File: src/rtl/fp_sqrt_arbiter.sv
// fp_sqrt_arbiter
//   Shares one multi-cycle fp_sqrt unit among NREQ requesters. A round-robin
//   grant picks one pending request, the block runs the unit's start/done
//   handshake and returns the result on a single response channel tagged with
//   the requester index.
//
// Parameters
//   NREQ  number of requesters (2..16)
//   ID_W  requester id width, >= clog2(NREQ)
//
// Ports
//   clk, rst_n            clock, synchronous active-low reset
//   req_valid/req_ready   per-requester request handshake (req_ready one-hot)
//   req_op                operand of requester i in bits [32*i+31:32*i]
//   resp_valid/resp_ready response handshake
//   resp_id, resp_data    requester index and square-root result
//   resp_inv              invalid-operation flag
//   busy                  high whenever the controller is not idle
//   sqrt_start, sqrt_op   start pulse and held operand to the unit
//   sqrt_done, sqrt_res   unit done level (high when idle) and result
//
// Build option
//   FP_SQRT_SPECIAL_EN    classify the operand on accept and answer zero,
//                         negative, infinity and NaN operands directly without
//                         using the unit. Undefined: every operand goes to the
//                         unit and resp_inv stays 0.

module fp_sqrt_arbiter #(
  parameter int unsigned NREQ = 4,
  parameter int unsigned ID_W = 2
) (
  input  logic              clk,
  input  logic              rst_n,
  input  logic [NREQ-1:0]   req_valid,
  input  logic [NREQ*32-1:0] req_op,
  output logic [NREQ-1:0]   req_ready,
  output logic              resp_valid,
  input  logic              resp_ready,
  output logic [ID_W-1:0]   resp_id,
  output logic [31:0]       resp_data,
  output logic              resp_inv,
  output logic              busy,
  output logic              sqrt_start,
  output logic [31:0]       sqrt_op,
  input  logic              sqrt_done,
  input  logic [31:0]       sqrt_res
);

  typedef enum logic [2:0] {
    IDLE,
    START,
    WAIT_LO,
    WAIT_HI,
    RESP
  } state_t;

  state_t          state;
  state_t          state_next;
  logic [ID_W-1:0] ptr;

  logic [NREQ-1:0] grant;
  logic [ID_W-1:0] grant_id;
  logic [31:0]     grant_op;
  logic            any_valid;
  logic            accept;

  logic            bypass;
  logic [31:0]     bypass_data;
  logic            bypass_inv;

  // Index reached by stepping 'step' places past 'base', wrapping modulo NREQ.
  // step is at most NREQ and base below NREQ, so one subtraction suffices.
  function automatic int unsigned wrap_idx(input logic [ID_W-1:0] base,
                                           input int unsigned step);
    int unsigned s;
    s = 32'(base) + step;
    return (s >= NREQ) ? s - NREQ : s;
  endfunction

  // Round-robin search starting just after ptr. The inner loop compares
  // against constant indices so no variable bit-select is needed.
  always_comb begin
    grant     = '0;
    grant_id  = '0;
    any_valid = 1'b0;
    for (int unsigned k = 1; k <= NREQ; k++) begin
      for (int unsigned i = 0; i < NREQ; i++) begin
        if (!any_valid && req_valid[i] && (wrap_idx(ptr, k) == i)) begin
          grant[i]  = 1'b1;
          grant_id  = ID_W'(i);
          any_valid = 1'b1;
        end
      end
    end
  end

  always_comb begin
    grant_op = '0;
    for (int unsigned i = 0; i < NREQ; i++) begin
      if (grant[i]) begin
        grant_op = req_op[32*i +: 32];
      end
    end
  end

  // Grants are masked while reset is held so nothing looks accepted during it.
  assign req_ready = (state == IDLE && rst_n) ? grant : '0;
  assign accept    = (state == IDLE) && any_valid && rst_n;
  assign busy      = (state != IDLE);

`ifdef FP_SQRT_SPECIAL_EN
  // Operand classification. NaN is checked before the sign so a negative NaN
  // is passed through as quiet NaN without raising invalid.
  always_comb begin
    bypass      = 1'b0;
    bypass_data = '0;
    bypass_inv  = 1'b0;
    if (grant_op[30:23] == 8'h00) begin
      bypass      = 1'b1;
      bypass_data = {grant_op[31], 31'd0};
    end else if (grant_op[30:23] == 8'hFF && grant_op[22:0] != 23'd0) begin
      bypass      = 1'b1;
      bypass_data = 32'h7FC0_0000;
    end else if (grant_op[31]) begin
      bypass      = 1'b1;
      bypass_data = 32'h7FC0_0000;
      bypass_inv  = 1'b1;
    end else if (grant_op[30:23] == 8'hFF) begin
      bypass      = 1'b1;
      bypass_data = 32'h7F80_0000;
    end
  end
`else
  assign bypass      = 1'b0;
  assign bypass_data = '0;
  assign bypass_inv  = 1'b0;
`endif

  always_ff @(posedge clk) begin
    if (!rst_n) begin
      state <= IDLE;
    end else begin
      state <= state_next;
    end
  end

  // WAIT_LO exists so the idle-high sqrt_done left over from before the start
  // pulse is not mistaken for completion.
  always_comb begin
    state_next = state;
    case (state)
      IDLE: begin
        if (accept) begin
          state_next = bypass ? RESP : START;
        end
      end
      START:   state_next = WAIT_LO;
      WAIT_LO: if (!sqrt_done) state_next = WAIT_HI;
      WAIT_HI: if (sqrt_done) state_next = RESP;
      RESP:    if (resp_ready) state_next = IDLE;
      default: state_next = IDLE;
    endcase
  end

  always_ff @(posedge clk) begin
    if (!rst_n) begin
      ptr        <= ID_W'(NREQ - 1);
      sqrt_start <= 1'b0;
      sqrt_op    <= '0;
      resp_valid <= 1'b0;
      resp_id    <= '0;
      resp_data  <= '0;
      resp_inv   <= 1'b0;
    end else begin
      sqrt_start <= accept && !bypass;
      if (accept) begin
        resp_id  <= grant_id;
        resp_inv <= bypass_inv;
        if (bypass) begin
          resp_data  <= bypass_data;
          resp_valid <= 1'b1;
        end else begin
          sqrt_op <= grant_op;
        end
      end
      if (state == WAIT_HI && sqrt_done) begin
        resp_data  <= sqrt_res;
        resp_valid <= 1'b1;
      end
      // The pointer moves only when a response is consumed, so the winner of
      // this round has lowest priority in the next.
      if (state == RESP && resp_ready) begin
        resp_valid <= 1'b0;
        ptr        <= resp_id;
      end
    end
  end

endmodule

File: config.mk
export PLATFORM = sky130hd
export DESIGN_NAME = fp_sqrt_arbiter
export DESIGN_NICKNAME = d
export VERILOG_FILES = /design/src/rtl/fp_sqrt_arbiter.sv
export SDC_FILE = /design/constraint.sdc
export NUM_CORES = 1
export LEC_CHECK = 0
export BUFFER_PORTS_ARGS = -buffer_cell sky130_fd_sc_hd__buf_2
export CAP_MARGIN = 20
export CORE_MARGIN = 2
export CORE_UTILIZATION = 48
export DETAILED_ROUTE_END_ITERATION = 10
export PLACE_DENSITY = 0.89
export SLEW_MARGIN = 20
export SYNTH_ARGS = -nofsm -noshare
export SYNTH_HDL_FRONTEND = slang
export SYNTH_SLANG_ARGS = --single-unit
File: constraint.sdc
create_clock -name clk -period 4.3 [get_ports clk]
set_clock_uncertainty 0.05 [all_clocks]
set_input_delay 0.43 -clock clk [delete_from_list [all_inputs] [get_ports clk]]
set_output_delay 0.43 -clock clk [all_outputs]
set_load 0.01 [all_outputs]
==> results <==
- The run finished with clean final reports.
- The via count of the routed design is about 4400.
- The leakage power is 0.00256 µW.
- The worst flop-to-flop path endpoint is sqrt_op[2].
- The cell area that synthesis handed to floorplanning was about 4100 µm².
- The detailed placer's ending HPWL is 9550 µm.
- The share of the clock period used by the worst path after layout is 0.599.
- The core region is about 8300 µm².
- Max-cap violations in this run came to 0.
- Entering global routing, the biggest net connects 71 pins.
- The total power density per cell area is approximately 330 nW/µm².
- The floorplan has 33 rows.
- The number of global-route vias before repair is 4124.
- When the netlist entered floorplanning its net count stood at roughly 660.
- The die is about 96 µm wide.
- The ratio of routed vias to standard cells is 5.37.
- The synthesized instance count is a little under 500.
- The worst relative slew slack is 0.433.
- The critical path data required time is around 4.5 ns.
- The pre-antenna-repair detailed-routing pass consisted of 4 iterations.
- The count of nets left with antenna violations once routing finished came out at 0.
- Counting instances in the post-synthesis netlist gives the leading cell types as 73 x sky130_fd_sc_hd__dfxtp_1, 69 x sky130_fd_sc_hd__nand2_1, 44 x sky130_fd_sc_hd__o21ai_1, 41 x sky130_fd_sc_hd__nor2_1, 34 x sky130_fd_sc_hd__nand3_1.
- The number of standard cells in the final layout excluding fillers is between 800 and 900.
- STA classifies the critical path endpoint as a flip-flop.
- After detailed placement, the design holds a cell count of around 800.
- Clock-pin slew was measured on the worst setup and hold paths at roughly 0.09 ns.
- The total I/O pin count is ~240.
- The total global routing track utilization is 0.258.
- The remaining design rule violation count is 0.
- The net count of the finished layout is just under 900.
- The setup TNS is 0 ns.
- Post-CTS repair changed the size of 0 cells.
- The transition time of the tightest slew-check pin is around 0.85 ns.
- Based on the critical path, the design can be clocked at up to 0.388 GHz.
- The first routing iteration left 120 violations.
- The final routed wire length divided by cell count is 15.4 µm.
- Measured in cells, the most critical reg-to-reg path has a length of 6.
- For flop-to-flop paths, the worst setup slack is approximately 1.7 ns.
- The fraction of synthesized cell area taken by the top area cell type is 0.356.
- Buffers inserted during clock tree synthesis total 9.
- During synthesis, Yosys emitted a total of 0 warnings.
- After filler insertion, the fill cell instance count of the layout stands at roughly 670.
- Routability-driven placement finished with a final weighted congestion of ~0.98.
- In the post-synthesis netlist, the cell with the most instances is sky130_fd_sc_hd__dfxtp_1.
- The worst setup path is launched from a flip-flop.
- The post-detailed-routing wire length is around 13000 µm.
- The final-report hold violation count is 0.
- The register area is around 1500 µm².
- After clock tree synthesis, the flow added hold-fix buffers numbering 0.
- Subtracting the final worst setup slack from the clock period gives ~2.6 ns.
- The leftover overflow at the end of global routing is 0.
- By area the synthesized netlist is led by sky130_fd_sc_hd__dfxtp_1 36%, sky130_fd_sc_hd__a2111oi_4 8.0%, sky130_fd_sc_hd__nand2_1 6.3%, sky130_fd_sc_hd__a2111oi_2 6.2%, sky130_fd_sc_hd__nor3b_1 6.0%.
- The min-delay analysis places its worst path in the category input port to flip-flop.
- The initial antenna violation count is 0.
- The starting utilization of the core area is 0.497.
- The wire length of the first global-routing pass is around 19000 µm.
- The number of buffers added for setup after CTS is 0.
- The number of port buffers is 240.
- The critical path start-end classification is flip-flop to flip-flop.
- The fraction of final layout cells sized beyond drive strength 1 is 0.429.
- The maximum buffer depth of the clock tree is 2.
- The post-synthesis cell type with the largest combined area is sky130_fd_sc_hd__dfxtp_1.
- The die area is roughly 9300 µm².
- The total inserted antenna cells is 0.
- The end of the critical path is sqrt_op[2].
- For this run, the leading register cell type out of synthesis is sky130_fd_sc_hd__dfxtp_1.
- The fraction of registers with async set or reset after synthesis is 0.
- In this run the critical register-to-register path is launched from ptr[1].
- Once layout is complete, the utilization of the core stands at 0.667.
- The area growth from synthesis to layout is 34.1%.
- The cell sitting at the root of the clock tree is a sky130_fd_sc_hd__clkbuf_8.
- The post-synthesis average cell area is between 8 and 9 µm².
- The number of setup violations in the final report is 0.
- For this design, the sink count on the clock tree is between 70 and 80.
- The height of the die is slightly below 100 µm.
- The max-slew violation count is 0.
- CTS built an H-tree with a depth of 3.
- Clock latency on the worst-skew pair, taken at its later pin, is 0.33 ns.
- The register area share after synthesis is 0.356.
- In this run the worst path has a maximum fanout of 18.
- Setup repair after global routing left no endpoint under its margin.
- TritonCTS built the clock tree.
- The netlist uses 40 different library cells.
- At the worst endpoint, the arrival time is between 2 and 3 ns.
- In this run, synthesis inferred 0 flip-flops with an integrated enable.
- The number of flip-flops and latches in the synthesized netlist is 73.
- The combined area of the multi-input logic cells is roughly 2300 µm².
- The most critical setup path has its startpoint at ptr[1].
- Total power for the finished layout comes to around 1800 µW.
- The worst ir drop on vdd is between 0.15 and 0.2 mV.
-- where the power goes --
| group | internal [µW] | total [µW] | switching (µW) |
|---|---|---|---|
| logic | 194 | 426 | 232 |
| registers | 734 | 769 | 34.6 |
| clock network | 345 | 606 | 261 |
-- worst max-delay path, stage by stage, from the launching register on --
cell                        delay (ns)
sky130_fd_sc_hd__dfxtp_1          0.53
sky130_fd_sc_hd__a21oi_1          0.13
sky130_fd_sc_hd__o211ai_2         0.69
sky130_fd_sc_hd__buf_4            0.37
sky130_fd_sc_hd__nor2_1           0.06
sky130_fd_sc_hd__a2111oi_0        0.48
sky130_fd_sc_hd__o21ai_1          0.14
-- stage by stage --
step / cell area (µm²) / hold WS [ns] / setup WS, ns
final: 5510 / 0.277 / 1.72
after global routing: 5510 / 0.263 / 1.44
after CTS: 5500 / 0.261 / 1.65
after detailed placement: 5270 / 0.394 / 1.61
after global placement: 5250 / 0.388 / 1.52
after floorplan: 4110 / 0.429 / 2.44
-- layer usage --
metal  wire length [µm]  global-route usage  share of wire
met5                  0                   0              0
met4                420               0.134          0.033
met3               1040              0.0450          0.082
met2               6320               0.469           0.50
met1               4840               0.287           0.38
-- state kept, by name, indices dropped and copies added, names as in the netlist --
signal,count
resp_id,2
state,3
ptr,2
sqrt_start,1
resp_valid,1
sqrt_op,32
resp_data,32
-- how the worst min path moves through the flow --
stage               slack [ns]  cells past startpoint       endpoint           from
global placement          0.39                      2  resp_data[23]  resp_data[23]
floorplan                 0.43                      2  resp_data[21]  resp_data[21]
finish                    0.28                      3   resp_data[7]    sqrt_res[7]
detailed placement        0.39                      2   resp_data[3]   resp_data[3]
CTS                       0.26                      3   resp_data[4]    sqrt_res[4]
global route              0.26                      3   resp_data[5]    sqrt_res[5]
-- layout make-up --
type / instances / share of cell area
clock buffers: 10 / 0.0250
well taps: 105 / 0.0239
flip-flops and latches: 73 / 0.265
multi-input cells: 340 / 0.413
repair buffers: 250 / 0.232
clock inverters: 6 / 0.0164
inverters: 34 / 0.0241
-- kinds of logic after synthesis --
kind of cell | count (synthesis) | share of synthesized area
compound gates | 144 | 0.313
buf+inv | 78 | 0.0963
flops | 73 | 0.356
mux | 2 | 0.00488
other cells | 1 | 0.000913
simple gates | 193 | 0.229
-- cells in the final DEF, fill, tap and decap left out, drive strengths merged --
cell        n
inv        34
nand2b      3
o21ai      70
a2111oi    32
o22ai       1
nand3      34
nand2      69
or3         2
dfxtp      73
nor2b       5
o21a        1
bufinv      2
buf       250
nor2       41
clkinvlp    1
nor3b      33
o211a       1
conb        1
clkinv      3
nor3        2
or2         1
a21oi       4
a31oi       1
a21boi     32
and2        3
clkbuf     10
mux2i       2
o211ai      1
a2bb2oi     1
No activity file was read; power rests on OpenSTA's default activity.
